[src/rtl/csr_pkg.sv]
// Shared CSR addresses, field positions, cause codes and trap FSM states
// for the machine-mode CSR file.
package csr_pkg;
  localparam logic [11:0] CSR_MSTATUS   = 12'h300;
  localparam logic [11:0] CSR_MIE       = 12'h304;
  localparam logic [11:0] CSR_MTVEC     = 12'h305;
  localparam logic [11:0] CSR_MEPC      = 12'h341;
  localparam logic [11:0] CSR_MCAUSE    = 12'h342;
  localparam logic [11:0] CSR_MIP       = 12'h344;
  localparam logic [11:0] CSR_MCYCLE    = 12'hB00;
  localparam logic [11:0] CSR_MINSTRET  = 12'hB02;
  localparam logic [11:0] CSR_MCYCLEH   = 12'hB80;
  localparam logic [11:0] CSR_MINSTRETH = 12'hB82;
  localparam logic [11:0] CSR_MHARTID   = 12'hF14;

  localparam logic [31:0] MCAUSE_MEI = 32'h8000_000B;
  localparam logic [31:0] MCAUSE_MTI = 32'h8000_0007;

  localparam int MSTATUS_MIE  = 3;
  localparam int MSTATUS_MPIE = 7;
  localparam int MIE_MTIE     = 7;
  localparam int MIE_MEIE     = 11;

  // funct3[1:0]; funct3[2] only selects rs1 vs zimm upstream
  localparam logic [1:0] CSROP_RW = 2'b01;
  localparam logic [1:0] CSROP_RS = 2'b10;
  localparam logic [1:0] CSROP_RC = 2'b11;

  typedef enum logic {RUN, SLEEP} trap_state_t;

  function automatic logic [31:0] csr_apply(input logic [1:0]  op,
                                            input logic [31:0] old,
                                            input logic [31:0] wd);
    logic [31:0] r;
    case (op)
      CSROP_RS: r = old | wd;
      CSROP_RC: r = old & ~wd;
      default:  r = wd;
    endcase
    return r;
  endfunction
endpackage

[src/rtl/csr_counter64.sv]
// 64-bit free-running counter with independently writable 32-bit halves;
// a write to either half takes priority over the increment.
module csr_counter64 (
  input  logic        clk,
  input  logic        reset,
  input  logic        inc,
  input  logic        wr_lo,
  input  logic        wr_hi,
  input  logic [31:0] wdata,
  output logic [63:0] q
);
  logic [63:0] r_q;

  always_ff @(posedge clk or negedge reset) begin
    if (!reset)     r_q <= '0;
    else if (wr_lo) r_q[31:0]  <= wdata;
    else if (wr_hi) r_q[63:32] <= wdata;
    else if (inc)   r_q <= r_q + 64'd1;
  end

  assign q = r_q;
endmodule

[src/rtl/csr_trap_unit.sv]
// Machine-mode CSR file and trap sequencer: executes Zicsr/MRET/WFI from EX,
// arbitrates external/timer interrupts and drives trap/return redirects.
module csr_trap_unit
  import csr_pkg::*;
#(
  parameter logic [31:0] MTVEC_RESET = 32'h0000_0000,
  parameter logic [31:0] HARTID      = 32'd0
) (
  input  logic        clk,
  input  logic        reset,
  input  logic        im_stall,
  input  logic        dm_stall,
  input  logic        ex_valid,
  input  logic [31:0] ex_pc,
  input  logic        csr_en,
  input  logic [2:0]  csr_op,
  input  logic [11:0] csr_addr,
  input  logic [31:0] csr_wdata,
  input  logic        is_mret,
  input  logic        is_wfi,
  input  logic        instret_inc,
  input  logic        ext_irq,
  input  logic        tmr_irq,
  output logic [31:0] csr_rdata,
  output logic        redirect_trap,
  output logic [31:0] trap_pc,
  output logic        redirect_ret,
  output logic [31:0] ret_pc,
  output logic        flush,
  output logic        wfi_stall
);
  trap_state_t r_state, w_state_nxt;
  logic        r_ext_s1, r_ext_s2;
  logic        r_mie, r_mpie, r_mtie, r_meie;
  logic [31:2] r_mtvec, r_mepc, r_mepc_shadow;
  logic [31:0] r_mcause;
  logic [63:0] w_mcycle, w_minstret;
  logic [31:0] w_mstatus, w_mie_v, w_mip_v, w_rdata, w_wval, w_trap_epc;
  logic        w_adv, w_pend, w_take, w_trap, w_mret, w_wfi, w_csr_fire, w_wr;
  logic        w_unused;

  assign w_unused  = csr_op[2];
  assign w_adv     = ex_valid & ~im_stall & ~dm_stall;
  assign w_mstatus = {19'b0, 2'b11, 3'b0, r_mpie, 3'b0, r_mie, 3'b0};
  assign w_mie_v   = {20'b0, r_meie, 3'b0, r_mtie, 7'b0};
  assign w_mip_v   = {20'b0, r_ext_s2, 3'b0, tmr_irq, 7'b0};
  assign w_pend    = |(w_mie_v & w_mip_v);
  assign w_take    = r_mie & w_pend;

  always_comb begin
    w_rdata = '0;
    case (csr_addr)
      CSR_MSTATUS:   w_rdata = w_mstatus;
      CSR_MIE:       w_rdata = w_mie_v;
      CSR_MIP:       w_rdata = w_mip_v;
      CSR_MTVEC:     w_rdata = {r_mtvec, 2'b00};
      CSR_MEPC:      w_rdata = {r_mepc, 2'b00};
      CSR_MCAUSE:    w_rdata = r_mcause;
      CSR_MHARTID:   w_rdata = HARTID;
      CSR_MCYCLE:    w_rdata = w_mcycle[31:0];
      CSR_MCYCLEH:   w_rdata = w_mcycle[63:32];
      CSR_MINSTRET:  w_rdata = w_minstret[31:0];
      CSR_MINSTRETH: w_rdata = w_minstret[63:32];
      default:       w_rdata = '0;
    endcase
  end

  // Priority trap > MRET > WFI > CSR write; only one event fires per cycle
  always_comb begin
    w_state_nxt = r_state;
    w_trap      = 1'b0;
    w_mret      = 1'b0;
    w_wfi       = 1'b0;
    w_csr_fire  = 1'b0;
    w_trap_epc  = ex_pc;
    case (r_state)
      RUN: begin
        if (w_take & w_adv)       w_trap = 1'b1;
        else if (is_mret & w_adv) w_mret = 1'b1;
        else if (is_wfi & w_adv) begin
          w_wfi       = 1'b1;
          w_state_nxt = SLEEP;
        end
        else if (csr_en & w_adv)  w_csr_fire = 1'b1;
      end
      SLEEP: begin
        if (w_pend) begin
          w_state_nxt = RUN;
          if (r_mie) begin
            w_trap     = 1'b1;
            w_trap_epc = {r_mepc_shadow, 2'b00};
          end
        end
      end
      default: w_state_nxt = RUN;
    endcase
  end

  assign w_wr   = w_csr_fire & ((csr_op[1:0] == CSROP_RW) |
                  ((csr_op[1:0] != 2'b00) & (csr_wdata != 32'd0)));
  assign w_wval = csr_apply(csr_op[1:0], w_rdata, csr_wdata);

  always_ff @(posedge clk or negedge reset) begin
    if (!reset) r_state <= RUN;
    else        r_state <= w_state_nxt;
  end

  always_ff @(posedge clk or negedge reset) begin
    if (!reset) begin
      r_ext_s1      <= 1'b0;
      r_ext_s2      <= 1'b0;
      r_mie         <= 1'b0;
      r_mpie        <= 1'b0;
      r_mtie        <= 1'b0;
      r_meie        <= 1'b0;
      r_mtvec       <= MTVEC_RESET[31:2];
      r_mepc        <= '0;
      r_mepc_shadow <= '0;
      r_mcause      <= '0;
    end else begin
      r_ext_s1 <= ext_irq;
      r_ext_s2 <= r_ext_s1;
      if (w_trap) begin
        r_mepc   <= w_trap_epc[31:2];
        r_mpie   <= r_mie;
        r_mie    <= 1'b0;
        r_mcause <= (r_meie & r_ext_s2) ? MCAUSE_MEI : MCAUSE_MTI;
      end else if (w_mret) begin
        r_mie  <= r_mpie;
        r_mpie <= 1'b1;
      end else if (w_wfi) begin
        r_mepc_shadow <= ex_pc[31:2] + 30'd1;
      end else if (w_wr) begin
        case (csr_addr)
          CSR_MSTATUS: begin
            r_mie  <= w_wval[MSTATUS_MIE];
            r_mpie <= w_wval[MSTATUS_MPIE];
          end
          CSR_MIE: begin
            r_mtie <= w_wval[MIE_MTIE];
            r_meie <= w_wval[MIE_MEIE];
          end
          CSR_MTVEC:  r_mtvec  <= w_wval[31:2];
          CSR_MEPC:   r_mepc   <= w_wval[31:2];
          CSR_MCAUSE: r_mcause <= w_wval;
          default: ;
        endcase
      end
    end
  end

  csr_counter64 u_mcycle (
    .clk   (clk),
    .reset (reset),
    .inc   (1'b1),
    .wr_lo (w_wr & (csr_addr == CSR_MCYCLE)),
    .wr_hi (w_wr & (csr_addr == CSR_MCYCLEH)),
    .wdata (w_wval),
    .q     (w_mcycle)
  );

  csr_counter64 u_minstret (
    .clk   (clk),
    .reset (reset),
    .inc   (instret_inc & ~im_stall & ~dm_stall),
    .wr_lo (w_wr & (csr_addr == CSR_MINSTRET)),
    .wr_hi (w_wr & (csr_addr == CSR_MINSTRETH)),
    .wdata (w_wval),
    .q     (w_minstret)
  );

  assign csr_rdata     = w_rdata;
  assign redirect_trap = w_trap;
  assign trap_pc       = {r_mtvec, 2'b00};
  assign redirect_ret  = w_mret;
  assign ret_pc        = {r_mepc, 2'b00};
  assign flush         = w_trap | w_mret;
  assign wfi_stall     = (r_state == SLEEP);
endmodule

[config.mk]
export PLATFORM = sky130hd
export DESIGN_NAME = csr_trap_unit
export DESIGN_NICKNAME = d
export VERILOG_FILES = /design/src/rtl/csr_pkg.sv /design/src/rtl/csr_counter64.sv /design/src/rtl/csr_trap_unit.sv
export SDC_FILE = /design/constraint.sdc
export NUM_CORES = 1
export LEC_CHECK = 0
export CAP_MARGIN = 25
export CELL_PAD_IN_SITES_DETAIL_PLACEMENT = 0
export CELL_PAD_IN_SITES_GLOBAL_PLACEMENT = 2
export CORE_AREA = 2 2 214 216
export CTS_BUF_LIST = sky130_fd_sc_hd__clkbuf_4
export DETAILED_ROUTE_END_ITERATION = 10
export DIE_AREA = 0 0 216 218
export PLACE_DENSITY_LB_ADDON = 0.2
export SLEW_MARGIN = 20
export SYNTH_ARGS = -nofsm -noshare
export SYNTH_HDL_FRONTEND = slang
export SYNTH_SLANG_ARGS = --single-unit
[constraint.sdc]
create_clock -name clk -period 4.01 [get_ports clk]
set_clock_uncertainty 0.05 [all_clocks]
set_input_delay 0.802 -clock clk [delete_from_list [all_inputs] [get_ports clk]]
set_output_delay 0.802 -clock clk [all_outputs]
set_load 0.005 [all_outputs]
==> flow_metrics.env, run 1 <==
export IMPL_crit_chain="dlygate4sd2_1, or4_4, or3_4, o221ai_4, a221o_1, clkdlybuf4s50_1"
export IMPL_postSynthCellCount=1830
export IMPL_die_w_um=216
export IMPL_drive_gt1_share_pct=20.9
export IMPL_number_of_clock_buffers_inserted_by_tritoncts=80
export IMPL_design_die_area_um2=47100
export IMPL_cellInternalPower_uw=4160
export IMPL_finalWirelength_um=79500
export IMPL_cts_tree="built"
export IMPL_clkSlewWorstSetupHoldPaths_ns=0.06
export IMPL_p_leak_uw=0.00905
export IMPL_number_of_i_o_port_buffers=182
export IMPL_rr_endpoint="u_minstret.q[60]"
export IMPL_biggest_area_consumer_among_synthesized_cells="sky130_fd_sc_hd__dfrtp_1"
export IMPL_timing_final_setup_violations=0
export IMPL_worst_r2r_cell_count=8
export IMPL_max_clock_freq_mhz=250
export IMPL_post_synth_top_count_cell="sky130_fd_sc_hd__dfrtp_1"
export IMPL_ys_top_cells_by_area="sky130_fd_sc_hd__dfrtp_1 40%, sky130_fd_sc_hd__nand2_1 5.8%, sky130_fd_sc_hd__o21ai_0 5.0%"
export IMPL_worst_hold_path_type="flip-flop to flip-flop"
export IMPL_slew_limit_headroom_pct=30.3
export IMPL_final_hold_fails=0
export IMPL_crit_path_start="csr_addr[4]"
export IMPL_outcome="finished, final reports clean"
export IMPL_worstMarginPinSlew_ns=1.04
export IMPL_place_congestion=0.926
export IMPL_gr_usage_met3_pct=7.27
export IMPL_critPathRequiredTime_ns=3.16
export IMPL_ctsLongestPathBuffers=3
export IMPL_postSynthRegisterBits=257
export IMPL_synth_cell_type_count=90
export IMPL_part_of_the_total_power_dissipated_in_the_clock_network_pct=43.6
export IMPL_switching_share_pct=29.3
export IMPL_grt_pass1_vias=17023
export IMPL_power_combinational_fraction_pct=10.6
export IMPL_finalNetCount=2319
export IMPL_grt_met2_usage_pct=51.8
export IMPL_max_cap_violations=0
export IMPL_slew_violations=0
export IMPL_num_vias=17435
export IMPL_clkSinkCount=257
export IMPL_flow_area_growth_from_synthesis_pct=34.7
export IMPL_grt_busiest_layer="met2"
export IMPL_edff_count_synth=0
export IMPL_synth_common_cells="257 x sky130_fd_sc_hd__dfrtp_1, 246 x sky130_fd_sc_hd__nand2_1, 159 x sky130_fd_sc_hd__o21ai_0"
export IMPL_placeableCoreArea_um2=44900
export IMPL_cpMaxStageDelayCell="sky130_fd_sc_hd__or4_4"
export IMPL_num_io_pins=190
export IMPL_clock_latency_ns=0.81
export IMPL_start_kind="primary input"
export IMPL_vias_per_cell=6.05
export IMPL_cp_endpoint="csr_rdata[2]"
export IMPL_ant_nets=0
export IMPL_cts_h_tree_depth=3
export IMPL_worst_ep_arrival_time_ns=3.15
export IMPL_seq_area_frac_synth_pct=40.5
export IMPL_seqPwrFrac_pct=45.8
export IMPL_initial_utilization_pct=35.4
export IMPL_cp_depth=6
export IMPL_antenna_found_initial=1
export IMPL_yosysTopAreaCellShare_pct=40.5
export IMPL_dominantRegCellSynth="sky130_fd_sc_hd__dfrtp_1"
export IMPL_rrSetupSlack_ns=0.60
export IMPL_vdd_ir_drop_worst_uv=179
export IMPL_period_needed_ns=4.00
export IMPL_critPathMaxFanout=4
export IMPL_use_met1_pct=45.7
export IMPL_endpoint_kind="output port"
export IMPL_vertical_die_dimension_um=218
export IMPL_root_buffer_cell="sky130_fd_sc_hd__clkbuf_4"
export IMPL_detail_route_wl_per_cell_um=27.6
export IMPL_critical_path_max_stage_delay_ns=0.58
export IMPL_ys_warnings_count=0
export IMPL_largest_net_degree_at_the_start_of_global_routing=80
export IMPL_grt_use_total_pct=33.7
export IMPL_grt_ovfl_total=0
export IMPL_final_hold_worst_slack_ns=0.296
export IMPL_initialDrtViolationCount=2373
export IMPL_netlist_area_um2=15900
export IMPL_grt_setup_unrepaired="true"
export IMPL_power_density_nw_per_um2=275
export IMPL_p_switching_uw=1720
export IMPL_first_pass_grt_wire_length_um=116000
export IMPL_critical_path_reg2reg_startpoint="u_minstret.q[11]"
export IMPL_placement_rows=78
export IMPL_critPathBufInv=2
export IMPL_postSynth_asyncResetShare_pct=100
export IMPL_fillerInstances=4506
export IMPL_hpwlAfterDp_um=58400
export IMPL_critPathTopFamily="simple AND/OR/NAND/NOR gates"
export IMPL_timing_worst_setup_path_type="primary input to output port"
export IMPL_synthesis_area_per_instance_um2=8.69
export IMPL_postLayoutCoreUtil_pct=47.7
export IMPL_final_period_utilization_pct=99.7
export IMPL_detail_route_first_pass_iterations=7
export IMPL_drc=0
## repair_timing
action                     4_1_cts  5_1_grt
pin swaps                       25        8
resized for setup               59       14
buffers inserted                15        5
gates cloned                     4        1
hold buffers                     1        0
hold endpoints to repair        70        0
setup endpoints to repair       32       14
## how the worst min path moves through the flow
| stage | start | cells past startpoint | to | slack (ns) |
|---|---|---|---|---|
| global route | r_ext_s1 | 0 | r_ext_s2 | 0.31 |
| finish | r_ext_s1 | 0 | r_ext_s2 | 0.30 |
| floorplan | r_ext_s1 | 0 | r_ext_s2 | 0.28 |
| CTS | r_ext_s1 | 0 | r_ext_s2 | 0.31 |
| global placement | r_ext_s1 | 0 | r_ext_s2 | 0.29 |
| detailed placement | r_ext_s1 | 0 | r_ext_s2 | 0.29 |
## cells by family (layout without fill, tap and decap cells)
logic type / Yosys count / count (layout) / share of synthesized area (%)
XOR/XNOR: 94 / 94 / 5.18
AO/OA/AOI/OAI: 513 / 513 / 21.6
buffers and inverters: 174 / 620 / 4.66
flip-flops: 257 / 257 / 40.5
AND/OR/NAND/NOR: 716 / 716 / 22.9
multiplexers: 72 / 72 / 4.88
adder cells (fa/ha/maj): 3 / 3 / 0.236
other: 1 / 5 / 0.0236
## cells in the final DEF, fill, tap and decap left out, types with 19 or more instances in the layout
| master | netlist | layout |
|---|---|---|
| sky130_fd_sc_hd__o211ai_1 | 19 | 19 |
| sky130_fd_sc_hd__clkinv_1 | 1 | 19 |
| sky130_fd_sc_hd__xor2_1 | 24 | 24 |
| sky130_fd_sc_hd__a21oi_1 | 82 | 82 |
| sky130_fd_sc_hd__dlygate4sd2_1 | 0 | 23 |
| sky130_fd_sc_hd__mux2_2 | 34 | 34 |
| sky130_fd_sc_hd__clkdlybuf4s50_1 | 0 | 146 |
| sky130_fd_sc_hd__dfrtp_1 | 257 | 257 |
| sky130_fd_sc_hd__a22oi_1 | 22 | 21 |
| sky130_fd_sc_hd__buf_12 | 0 | 27 |
| sky130_fd_sc_hd__mux2i_1 | 37 | 37 |
| sky130_fd_sc_hd__o22ai_1 | 26 | 26 |
| sky130_fd_sc_hd__nand2_1 | 246 | 245 |
| sky130_fd_sc_hd__and3_1 | 30 | 27 |
| sky130_fd_sc_hd__inv_1 | 44 | 44 |
| sky130_fd_sc_hd__xnor2_1 | 70 | 70 |
| sky130_fd_sc_hd__o21ai_0 | 159 | 159 |
| sky130_fd_sc_hd__nand3_1 | 111 | 109 |
| sky130_fd_sc_hd__o221ai_1 | 22 | 21 |
| sky130_fd_sc_hd__nand4_1 | 33 | 33 |
| sky130_fd_sc_hd__a222oi_1 | 39 | 39 |
| sky130_fd_sc_hd__nor3_1 | 51 | 48 |
| sky130_fd_sc_hd__nor2_1 | 98 | 97 |
| sky130_fd_sc_hd__buf_4 | 5 | 218 |
| sky130_fd_sc_hd__clkbuf_4 | 0 | 112 |
| sky130_fd_sc_hd__nor4_1 | 40 | 37 |
| sky130_fd_sc_hd__a31oi_1 | 38 | 38 |
## power groups by stage
stage	sequential (uW)	clock (uW)	combinational (uW)
CTS	2690	2630	616
global placement	2740	0	606
finish	2700	2560	627
detailed placement	2740	0	610
global route	2700	2760	665
floorplan	2720	0	214
## worst register-to-register path, delay by kind of cell (launching register included)
family / cells / cell delay, ns
compound gates: 1 / 0.09
buf+inv: 1 / 0.28
flops: 1 / 0.51
simple gates: 6 / 2.38
## through the flow
step	instances	cell area [um^2]	TNS [ns]	total power, uW	setup slack, ns
floorplan	1833	15900	0	2930	0.672
global placement	2718	20000	-7.82	3340	-0.406
detailed placement	2718	20000	-8.53	3350	-0.450
CTS	2873	21300	0	5940	0.00695
global route	2880	21400	-0.146	6120	-0.0639
finish	2880	21400	0	5880	0.0118
## state kept, by name, indices dropped and copies added (netlist names), 30 cells and up
name / cells
u_minstret.q: 64
r_mepc_shadow: 30
r_mcause: 32
r_mtvec: 30
u_mcycle.q: 64
r_mepc: 30
## routing by layer
layer | share of wire, % | vias up | routed length (um)
met5 | 0 | - | 0
met2 | 44 | 938 | 35100
met3 | 9.1 | 172 | 7220
li1 | - | 7711 | -
met4 | 4.7 | 0 | 3740
met1 | 42 | 8614 | 33400
## final cells by class
class	count	area, um^2	share of cell area [%]
Antenna cell	1	2.50	0.0117
Clock buffer	112	841	3.93
Clock inverter	23	87.6	0.409
Inverter	45	169	0.789
Multi-Input combinational cell	1402	8920	41.6
Sequential cell	257	6430	30.0
Tap cell	600	751	3.50
Timing Repair Buffer	440	4220	19.7
(Power assumes the default switching activity.)
==> run 2, diff against run 1 <==
--- a/config.mk
+++ b/config.mk
@@ -10,9 +10,11 @@
 export CELL_PAD_IN_SITES_GLOBAL_PLACEMENT = 2
 export CORE_AREA = 2 2 214 216
 export CTS_BUF_LIST = sky130_fd_sc_hd__clkbuf_4
+export CTS_CLUSTER_SIZE = 20
 export DETAILED_ROUTE_END_ITERATION = 10
 export DIE_AREA = 0 0 216 218
 export PLACE_DENSITY_LB_ADDON = 0.2
+export REMOVE_ABC_BUFFERS = 1
 export SLEW_MARGIN = 20
 export SYNTH_ARGS = -nofsm -noshare
 export SYNTH_HDL_FRONTEND = slang
==> constraint.sdc (replaced) <==
create_clock -name clk -period 4.01 [get_ports clk]
set_clock_uncertainty 0.05 [all_clocks]
set_input_delay 0.6015 -clock clk [delete_from_list [all_inputs] [get_ports clk]]
set_output_delay 0.6015 -clock clk [all_outputs]
set_load 0.005 [all_outputs]
==> run 2 against run 1 <==
Power down 1.5%. Register-to-register slack improved by 0.27 ns. Via count decreased by 4.9%. Fmax is 1.3% higher. Non-clock buffer count down 67. Die area is the same. Critical path depth up 4. Largest cell class unchanged. Worst hold slack got worse by 0.066 ns. Core utilization is 1.8 points lower. Highest routed layer is now met5. First-iteration DRC count shrank 26%. Routed wire length is 9.4% lower. Final area down 3.8%.
==> flow_metrics.env, run 2 (same netlist as run 1, synthesis figures left out) <==
export IMPL_detail_route_wl_per_cell_um=25.6
export IMPL_num_vias=16581
export IMPL_ant_nets=0
export IMPL_num_io_pins=190
export IMPL_power_density_nw_per_um2=281
export IMPL_vias_per_cell=5.90
export IMPL_use_met1_pct=41.1
export IMPL_grt_ovfl_total=0
export IMPL_hpwlAfterDp_um=54500
export IMPL_max_cap_violations=0
export IMPL_fin_tns_setup_ns=0
export IMPL_area_of_the_multi_input_gates_um2=8810
export IMPL_grt_pass1_vias=16145
export IMPL_detail_route_first_pass_iterations=7
export IMPL_slew_limit_headroom_pct=35.6
export IMPL_critPathRequiredTime_ns=3.36
export IMPL_worst_hold_path_type="primary input to flip-flop"
export IMPL_initial_utilization_pct=35.4
export IMPL_final_period_utilization_pct=98.5
export IMPL_initialDrtViolationCount=1756
export IMPL_antenna_found_initial=2
export IMPL_vdd_ir_drop_worst_uv=210
export IMPL_grt_use_total_pct=30.3
export IMPL_first_pass_grt_wire_length_um=106000
export IMPL_period_needed_ns=3.95
export IMPL_crit_chain="clkdlybuf4s50_1, buf_4, nor4_1, buf_4, and4_1, buf_4, nand2_1, o221ai_1, a221o_1, clkdlybuf4s50_1"
export IMPL_worst_ep_arrival_time_ns=3.30
export IMPL_critical_path_max_stage_delay_ns=0.54
export IMPL_ff_latch_area_um2=6430
export IMPL_grt_setup_unrepaired="false"
export IMPL_endpoint_kind="output port"
export IMPL_finalNetCount=2251
export IMPL_die_w_um=216
export IMPL_grt_busiest_layer="met2"
export IMPL_cpMaxStageDelayCell="sky130_fd_sc_hd__clkdlybuf4s50_1"
export IMPL_cts_h_tree_depth=3
export IMPL_drive_gt1_share_pct=17.8
export IMPL_mostFrequentLayoutCells="257 x sky130_fd_sc_hd__dfrtp_1, 246 x sky130_fd_sc_hd__nand2_1, 174 x sky130_fd_sc_hd__clkdlybuf4s50_1, 168 x sky130_fd_sc_hd__buf_4, 159 x sky130_fd_sc_hd__o21ai_0"
export IMPL_dominant_cell_type_by_count_on_the_critical_path="sky130_fd_sc_hd__buf_4"
export IMPL_start_kind="primary input"
export IMPL_largest_net_degree_at_the_start_of_global_routing=81
export IMPL_design_die_area_um2=47100
export IMPL_clkSinkCount=257
export IMPL_layout_cells_most_common="sky130_fd_sc_hd__dfrtp_1"
export IMPL_p_leak_uw=0.00843
export IMPL_critPathMaxFanout=11
export IMPL_ctsLongestPathBuffers=3
export IMPL_gr_usage_met3_pct=5.75
export IMPL_grt_met2_usage_pct=47.6
export IMPL_max_clock_freq_mhz=253
export IMPL_final_hold_fails=0
export IMPL_slew_violations=0
export IMPL_placeableCoreArea_um2=44900
export IMPL_outcome="finished, final reports clean"
export IMPL_drc=0
export IMPL_number_of_clock_buffers_inserted_by_tritoncts=79
export IMPL_postLayoutCoreUtil_pct=45.9
export IMPL_fillerInstances=4458
export IMPL_timing_worst_setup_path_type="primary input to output port"
export IMPL_worstMarginPinSlew_ns=0.960
export IMPL_number_of_i_o_port_buffers=182
export IMPL_finalWirelength_um=72000
export IMPL_clock_latency_ns=0.79
export IMPL_timing_final_setup_violations=0
export IMPL_root_buffer_cell="sky130_fd_sc_hd__clkbuf_4"
export IMPL_place_congestion=0.915
export IMPL_placement_rows=78
export IMPL_cts_tree="built"
export IMPL_clkSlewWorstSetupHoldPaths_ns=0.06
export IMPL_flow_area_growth_from_synthesis_pct=29.7
export IMPL_vertical_die_dimension_um=218
run 2: changes by cell type in the layout (fill, tap and decap cells not counted), moves of 6 or more:
cell	change
sky130_fd_sc_hd__buf_4	-50
sky130_fd_sc_hd__clkdlybuf4s50_1	+28
sky130_fd_sc_hd__dlygate4sd2_1	-23
sky130_fd_sc_hd__buf_12	-6
sky130_fd_sc_hd__buf_6	-6
sky130_fd_sc_hd__clkinv_1	-6
run 2: what timing repair did:
action | in CTS | in global routing
endpoints found under the hold margin | 75 | 0
pin swaps | 1 | 3
hold buffers | 1 | 0
setup buffers | 1 | 1
gates resized for setup | 2 | 9
setup endpoints to repair | 7 | 22
run 2: where the power goes:
group	internal, uW	switching, uW	leakage (uW)
clock	1270	1250	0.000554
sequential	2630	54.6	0.00340
combinational	231	359	0.00447
run 2: layout make-up:
class | count | area share, %
clock buffer | 112 | 4.08
tap | 600 | 3.64
antenna | 1 | 0.0121
timing repair buffer | 373 | 17.1
inverter | 45 | 0.819
multi-input combinational | 1402 | 42.8
clock inverter | 18 | 0.364
sequential | 257 | 31.2
run 2: layer usage:
layer / up-vias / routed length, um / part of all wire (%)
li1: 7565 / - / -
met3: 127 / 5890 / 8.2
met1: 8174 / 31100 / 43
met5: - / 10 / 0.014
met2: 713 / 32400 / 45
met4: 2 / 2590 / 3.6
run 2: critical path: cells and delay by family:
| kind | cells | cell delay (ns) |
|---|---|---|
| buffers and inverters | 5 | 1.61 |
| AO/OA/AOI/OAI | 2 | 0.36 |
| AND/OR/NAND/NOR | 3 | 0.71 |
run 2: worst paths after layout:
check,start,end,slack [ns],depth (start not counted)
max,csr_addr[4],csr_rdata[2],0.06,10
min,ext_irq,r_ext_s1,0.23,1
max reg2reg,u_mcycle.q[32],u_mcycle.q[63],0.87,7
min reg2reg,r_ext_s1,r_ext_s2,0.30,0
max in group asynchronous,reset,r_mtvec[12],2.50,3
min in group asynchronous,reset,u_mcycle.q[39],0.34,2
run 2: per-stage QoR:
stage | setup WS, ns | std cells | hold WS, ns | power (uW) | instance area (um^2)
final | 0.0618 | 2808 | 0.230 | 5800 | 20600
after global routing | 0.00588 | 2808 | 0.188 | 6060 | 20600
after CTS | 0.00140 | 2806 | 0.158 | 5870 | 20600
after detailed placement | -0.0529 | 2674 | 0.285 | 3310 | 19600
after global placement | -0.0642 | 2674 | 0.285 | 3310 | 19600
after floorplan | -0.586 | 1704 | 0.256 | 2900 | 15300
